`config.mk`:
```
export PLATFORM = sky130hd
export DESIGN_NAME = pipe_chain_flat
export DESIGN_NICKNAME = d
export VERILOG_FILES = /design/src/rtl/pipe_chain_if.sv /design/src/rtl/pipe_chain.sv /design/src/flat_wrapper.sv
export SDC_FILE = /design/constraint.sdc
export NUM_CORES = 1
export LEC_CHECK = 0
export ABC_CLOCK_PERIOD_IN_PS = 50100
export BUFFER_PORTS_ARGS = -buffer_cell sky130_fd_sc_hd__buf_2
export CELL_PAD_IN_SITES_DETAIL_PLACEMENT = 0
export CELL_PAD_IN_SITES_GLOBAL_PLACEMENT = 1
export CORE_AREA = 2 2 263 265
export DETAILED_ROUTE_END_ITERATION = 12
export DIE_AREA = 0 0 265 267
export PLACE_DENSITY = 0.57
export REMOVE_ABC_BUFFERS = 1
export SLEW_MARGIN = 20
export SYNTH_ARGS = -nofsm -noshare
export SYNTH_HDL_FRONTEND = slang
export SYNTH_SLANG_ARGS = --single-unit
```
`constraint.sdc`:
```
create_clock -name clk -period 50.1 [get_ports clk]
set_input_delay 10.02 -clock clk [delete_from_list [all_inputs] [get_ports clk]]
set_output_delay 10.02 -clock clk [all_outputs]
set_load 0.1 [all_outputs]
```
`src/rtl/pipe_chain_if.sv`:
```
// pipe_chain_if: producer/consumer handshake, per-stage control and observation bundle for pipe_chain.
// master = driver of the pipeline (producer, consumer, control), slave = the pipeline itself.
interface pipe_chain_if #(
  parameter int STAGES = 7,
  parameter int WIDTH  = 64
);
  logic                      in_valid;
  logic [WIDTH-1:0]          in_data;
  logic                      in_ready;
  logic [STAGES-1:0]         stage_busy;
  logic [STAGES-1:0]         flush_req;
  logic [STAGES-1:0]         stage_valid;
  logic [STAGES*WIDTH-1:0]   stage_data;
  logic                      out_valid;
  logic [WIDTH-1:0]          out_data;
  logic                      out_ready;
  logic [31:0]               retire_cnt;
  logic [31:0]               kill_cnt;

  modport master (
    output in_valid, in_data, stage_busy, flush_req, out_ready,
    input  in_ready, stage_valid, stage_data, out_valid, out_data, retire_cnt, kill_cnt
  );

  modport slave (
    input  in_valid, in_data, stage_busy, flush_req, out_ready,
    output in_ready, stage_valid, stage_data, out_valid, out_data, retire_cnt, kill_cnt
  );
endinterface

```
`src/rtl/pipe_chain.sv`:
```
// pipe_chain: N-stage in-order valid/payload pipeline with a combinational backward ready chain,
// per-stage stalls and flush of younger stages. Define PIPE_TRACE_EN to build retire/kill counters.
module pipe_chain #(
  parameter int STAGES = 7,
  parameter int WIDTH  = 64
) (
  input  logic        clk,
  input  logic        rst,
  pipe_chain_if.slave bus
);
  logic [STAGES-1:0] valid_q;
  logic [WIDTH-1:0]  data_q [STAGES];
  logic [STAGES-1:0] fire;
  logic [STAGES-1:0] kill;
  logic [STAGES-1:0] load;
  logic [STAGES-1:0] valid_d;
  logic              rdy0;
  logic              any_flush;
  logic              accept;

  // Walk from the oldest stage down: r is rdy[i+1], k is "some flush_req above stage i".
  always_comb begin
    logic r;
    logic k;
    r    = bus.out_ready;
    k    = 1'b0;
    fire = '0;
    kill = '0;
    for (int i = STAGES - 1; i >= 0; i--) begin
      fire[i] = valid_q[i] & ~bus.stage_busy[i] & r;
      r       = ~valid_q[i] | fire[i];
      kill[i] = k;
      k       = k | bus.flush_req[i];
    end
    rdy0      = r;
    any_flush = k;
  end

  assign accept = bus.in_valid & rdy0 & ~any_flush;

  // A killed upstream stage never hands its payload on, so flush dominates transfer.
  always_comb begin
    load    = '0;
    valid_d = '0;
    load[0] = accept;
    for (int i = 1; i < STAGES; i++) begin
      load[i] = fire[i-1] & ~kill[i-1];
    end
    for (int i = 0; i < STAGES; i++) begin
      valid_d[i] = ~kill[i] & (load[i] | (valid_q[i] & ~fire[i]));
    end
  end

  always_ff @(posedge clk or posedge rst) begin
    if (rst) begin
      valid_q <= '0;
      for (int i = 0; i < STAGES; i++) begin
        data_q[i] <= '0;
      end
    end else begin
      valid_q <= valid_d;
      if (load[0]) begin
        data_q[0] <= bus.in_data;
      end
      for (int i = 1; i < STAGES; i++) begin
        if (load[i]) begin
          data_q[i] <= data_q[i-1];
        end
      end
    end
  end

  assign bus.in_ready    = rdy0;
  assign bus.stage_valid = valid_q;
  assign bus.out_valid   = valid_q[STAGES-1];
  assign bus.out_data    = data_q[STAGES-1];

  always_comb begin
    bus.stage_data = '0;
    for (int i = 0; i < STAGES; i++) begin
      bus.stage_data[i*WIDTH +: WIDTH] = data_q[i];
    end
  end

`ifdef PIPE_TRACE_EN
  logic [31:0] retire_q;
  logic [31:0] kill_q;
  logic [31:0] kill_add;

  // Only stages that actually held an item count as killed; a dropped input does not.
  always_comb begin
    kill_add = '0;
    for (int i = 0; i < STAGES; i++) begin
      kill_add = kill_add + 32'(valid_q[i] & kill[i]);
    end
  end

  always_ff @(posedge clk or posedge rst) begin
    if (rst) begin
      retire_q <= '0;
      kill_q   <= '0;
    end else begin
      if (valid_q[STAGES-1] & bus.out_ready) begin
        retire_q <= retire_q + 32'd1;
      end
      kill_q <= kill_q + kill_add;
    end
  end

  assign bus.retire_cnt = retire_q;
  assign bus.kill_cnt   = kill_q;
`else
  assign bus.retire_cnt = '0;
  assign bus.kill_cnt   = '0;
`endif
endmodule

```
`src/flat_wrapper.sv`:
```
// flat-port wrapper written by rule: the top's interface ports become plain ports
module pipe_chain_flat 
#(
  parameter int STAGES = 7,
  parameter int WIDTH  = 64
)
  (clk, rst, bus_in_valid, bus_in_data, bus_stage_busy, bus_flush_req, bus_out_ready, bus_in_ready, bus_stage_valid, bus_stage_data, bus_out_valid, bus_out_data, bus_retire_cnt, bus_kill_cnt);
  pipe_chain_if #(.STAGES(STAGES), .WIDTH(WIDTH)) bus_i ();
  input  logic clk;
  input  logic rst;
  input wire logic [$bits(bus_i.in_valid)-1:0] bus_in_valid;
  input wire logic [$bits(bus_i.in_data)-1:0] bus_in_data;
  input wire logic [$bits(bus_i.stage_busy)-1:0] bus_stage_busy;
  input wire logic [$bits(bus_i.flush_req)-1:0] bus_flush_req;
  input wire logic [$bits(bus_i.out_ready)-1:0] bus_out_ready;
  output wire logic [$bits(bus_i.in_ready)-1:0] bus_in_ready;
  output wire logic [$bits(bus_i.stage_valid)-1:0] bus_stage_valid;
  output wire logic [$bits(bus_i.stage_data)-1:0] bus_stage_data;
  output wire logic [$bits(bus_i.out_valid)-1:0] bus_out_valid;
  output wire logic [$bits(bus_i.out_data)-1:0] bus_out_data;
  output wire logic [$bits(bus_i.retire_cnt)-1:0] bus_retire_cnt;
  output wire logic [$bits(bus_i.kill_cnt)-1:0] bus_kill_cnt;
  assign bus_i.in_valid = bus_in_valid;
  assign bus_i.in_data = bus_in_data;
  assign bus_i.stage_busy = bus_stage_busy;
  assign bus_i.flush_req = bus_flush_req;
  assign bus_i.out_ready = bus_out_ready;
  assign bus_in_ready = bus_i.in_ready;
  assign bus_stage_valid = bus_i.stage_valid;
  assign bus_stage_data = bus_i.stage_data;
  assign bus_out_valid = bus_i.out_valid;
  assign bus_out_data = bus_i.out_data;
  assign bus_retire_cnt = bus_i.retire_cnt;
  assign bus_kill_cnt = bus_i.kill_cnt;
  pipe_chain #(.STAGES(STAGES), .WIDTH(WIDTH)) u_core (.clk(clk), .rst(rst), .bus(bus_i));
endmodule
```
==> impl_results.md <==
* Status: finished clean
* Htree depth at 2
* Die ar. at 70760 µm²
* Routed Antenna Nets at 0
* TritonCTS clock tree: done
* Tcrit/Tclk final at 0.4319
* IO Pins at 667
* Yosys Warn Count at 0
* Worst-Skew Late Latency at 570 ps
* Mapped Avg Cell Area at 16.03 µm²
* Slew @ Worst Pin at 1086 ps
* Setup slack, reg-to-reg at 46950 ps
* Final Cell Area at 22970 µm²
* Layer carrying the most global-route usage: met2
* Hold depth at 1
* PortBufs at 602
* Post-CTS setup buffers at 0
* Clock buffer count from CTS at 51
* Worst setup EP type: output pin
* Clk sink count at 455
* Synth Register Bits at 455
* Seq/Total Area, Yosys at 0.6303
* Chip Width at 265 µm
* DR WL/cell at 19.59 µm
* Critical Path AT at 11620 ps
* Initial Utilization at 0.2657
* N_diodes at 0
* Primary FF master, synth: dfrtp_1
* CTS hold repair buffers at 0
* Vias in the first global route at 11409
* Hold EP: u_core.bus.stage_data[129]
* Min-Delay Path Class: register to register
* Critical path type: input port to output pin
* Post-layout util at 0.3378
* Post-synth cell types at 32
* Share of cells above drive strength 1 at 0.6640
* Routed vias at 11031
* Detailed Routing Iterations Pass 1 at 4
* Initial antenna violation count at 1
* Pins Over Slew Limit at 0
* All-Layer GR Usage at 0.1394
* Grt met3 use at 0.03690
* Finished Layout Cells at 2602
* DP HPWL at 35810 µm
* Gates resized, CTS repair at 0
* R2R Path Start: u_core.bus.stage_valid[5]
* Worst-path clk slew at 60 ps
* Synthesized cell area at 18060 µm²
* Gate Count Post-Synth at 1127
* Setup TNS at 0 ps
* Placed Instances at 2513
* Post-route DRC at 0
* EDFF count, synth at 0
* Worst setup SP type: input port
* FILL cells at 6821
* Tmin final at 21640 ps
* Routed WL at 50980 µm
* Core Area at 67990 µm²
* Final Setup Violations at 0
* Max Cap Viol at 0
* Reg-to-reg endpoint: u_core.bus.stage_data[92]
* Pwr dens at 35.94 nW/µm²
* First-pass GRT wire length at 75540 µm
* Worst-path maximum fanout at 5
* Final Hold Viols at 0
* Rel. slew slack at 0.2763
* Largest net degree at the start of global routing at 162
* Die height at 267 µm
* Area delta synth->final at 27.15%
* Maximum vdd drop at 0.02442 mV
* Clk_skew at 27.27 ps
* Fmax at 46.21 MHz
* M1 GR Usage at 0.1689
* Global route overflow at 0
* Nets at 1766
* RSZ-0062 raised after global routing: false
* RePlAce Congestion at 0.7874
* Cell Area, Placed at 21290 µm²
* Async S/R FF share, synth at 1.000
* Grt met2 use at 0.2432
* DR iter-0 viols at 395
* Critical Path RT at 40080 ps
* Hold wc startpoint: u_core.bus.stage_data[129]
* R2R depth at 7
* Clock Tree Buf Depth at 3
* FP Rows at 96
* Root buf cell: clkbuf_16
* Leakage power figure at 13.15 nW
* Via density per instance at 4.239
worst max-delay path, stage by stage:
cell and delay (ps):
buf_2 90, nand2b_1 240, a31oi_1 420, o21ai_0 270, nand2_1 140, buf_2 430
state kept, by name, summed over array words and instances (netlist names):
| register | flops |
|---|---|
| u_core.bus.out_data | 64 |
| u_core.bus.stage_data | 384 |
| u_core.bus.stage_valid | 7 |
power by group:
part           internal [W]  switching (W)  leakage [nW]   total, W
Clock              0.000227       0.000150         0.819   0.000377
Sequential         0.000372     0.00000348          6.34   0.000375
Combinational    0.00000873      0.0000647          5.99  0.0000735
cells in the final DEF (no fill, tap or decap), types with 2 or more instances in the layout:
cell / netlist / final
buf_2: 19 / 602
dfrtp_1: 455 / 455
mux2_2: 438 / 438
conb_1: 1 / 64
clkbuf_16: 0 / 51
buf_4: 140 / 14
clkbuf_8: 0 / 13
clkbuf_1: 5 / 13
mux2_1: 10 / 10
a21oi_1: 4 / 4
bufinv_16: 0 / 4
nand2b_1: 3 / 3
a21o_1: 3 / 3
nor2_1: 3 / 3
clkinv_2: 0 / 3
a31oi_1: 2 / 2
or3_1: 2 / 2
nand2_1: 2 / 2
inv_1: 3 / 2
a31o_2: 2 / 2
o21a_1: 3 / 2
o21ai_0: 2 / 2
nor3b_1: 2 / 2
nand3b_1: 2 / 2
a21oi_4: 2 / 2
inv_6: 0 / 2
clkinvlp_4: 0 / 2
final cells by class:
class                           instances  area [µm²]  area share
Inverter                                3       18.77   0.0008171
Tap cell                              882        1104     0.04805
Clock inverter                         12       176.4    0.007681
Multi-Input combinational cell        556        5642      0.2456
Timing Repair Buffer                  617        3138      0.1366
Sequential cell                       455       11390      0.4957
Clock buffer                           77        1504     0.06548
metrics by stage:
| stage | worst slack [ps] | hold WS [ps] | total power, W |
|---|---|---|---|
| after floorplan | 27400 | 1079 | 0.0004431 |
| after global placement | 28450 | 494.0 | 0.0004560 |
| after detailed placement | 28460 | 495.8 | 0.0004561 |
| after CTS | 28460 | 509.3 | 0.0008408 |
| after global routing | 28370 | 521.9 | 0.0008578 |
| final | 28460 | 506.7 | 0.0008255 |
synthesized netlist by cell type, types with 3 or more instances:
cell type	n	share of area
inv_1	3	0.00062
buf_2	19	0.0053
o21a_1	3	0.0012
nor2_1	3	0.00062
clkbuf_1	5	0.0010
a21oi_1	4	0.0011
a21o_1	3	0.0012
mux2_2	438	0.27
mux2_1	10	0.0062
buf_6	12	0.0075
dfrtp_1	455	0.63
buf_4	140	0.058
nand2b_1	3	0.0010
cells by family after synthesis:
logic type | after synthesis | synth area share
other | 1 | 0.0002076
DFF | 455 | 0.6303
AOI/OAI and AO/OA | 23 | 0.009489
buffers and inverters | 179 | 0.07259
and+or+nand+nor | 21 | 0.008104
muxes | 448 | 0.2793
worst max-delay path by stage:
stage                            startpoint                      to
final                     bus_stage_busy[6]            bus_in_ready
after detailed placement  bus_stage_busy[6]            bus_in_ready
after CTS                 bus_stage_busy[6]            bus_in_ready
after global placement    bus_stage_busy[6]            bus_in_ready
after global routing      bus_stage_busy[6]            bus_in_ready
after floorplan                         rst  u_core.bus.out_data[0]
per-layer routing:
metal / wire length, µm / vias to the layer above / share of wire
met5: 13 / - / 0.00026
met4: 1119 / 2 / 0.022
met3: 3184 / 70 / 0.062
met2: 26160 / 370 / 0.51
met1: 20500 / 5706 / 0.40
li1: - / 4883 / -
(Power assumes the default switching activity.)
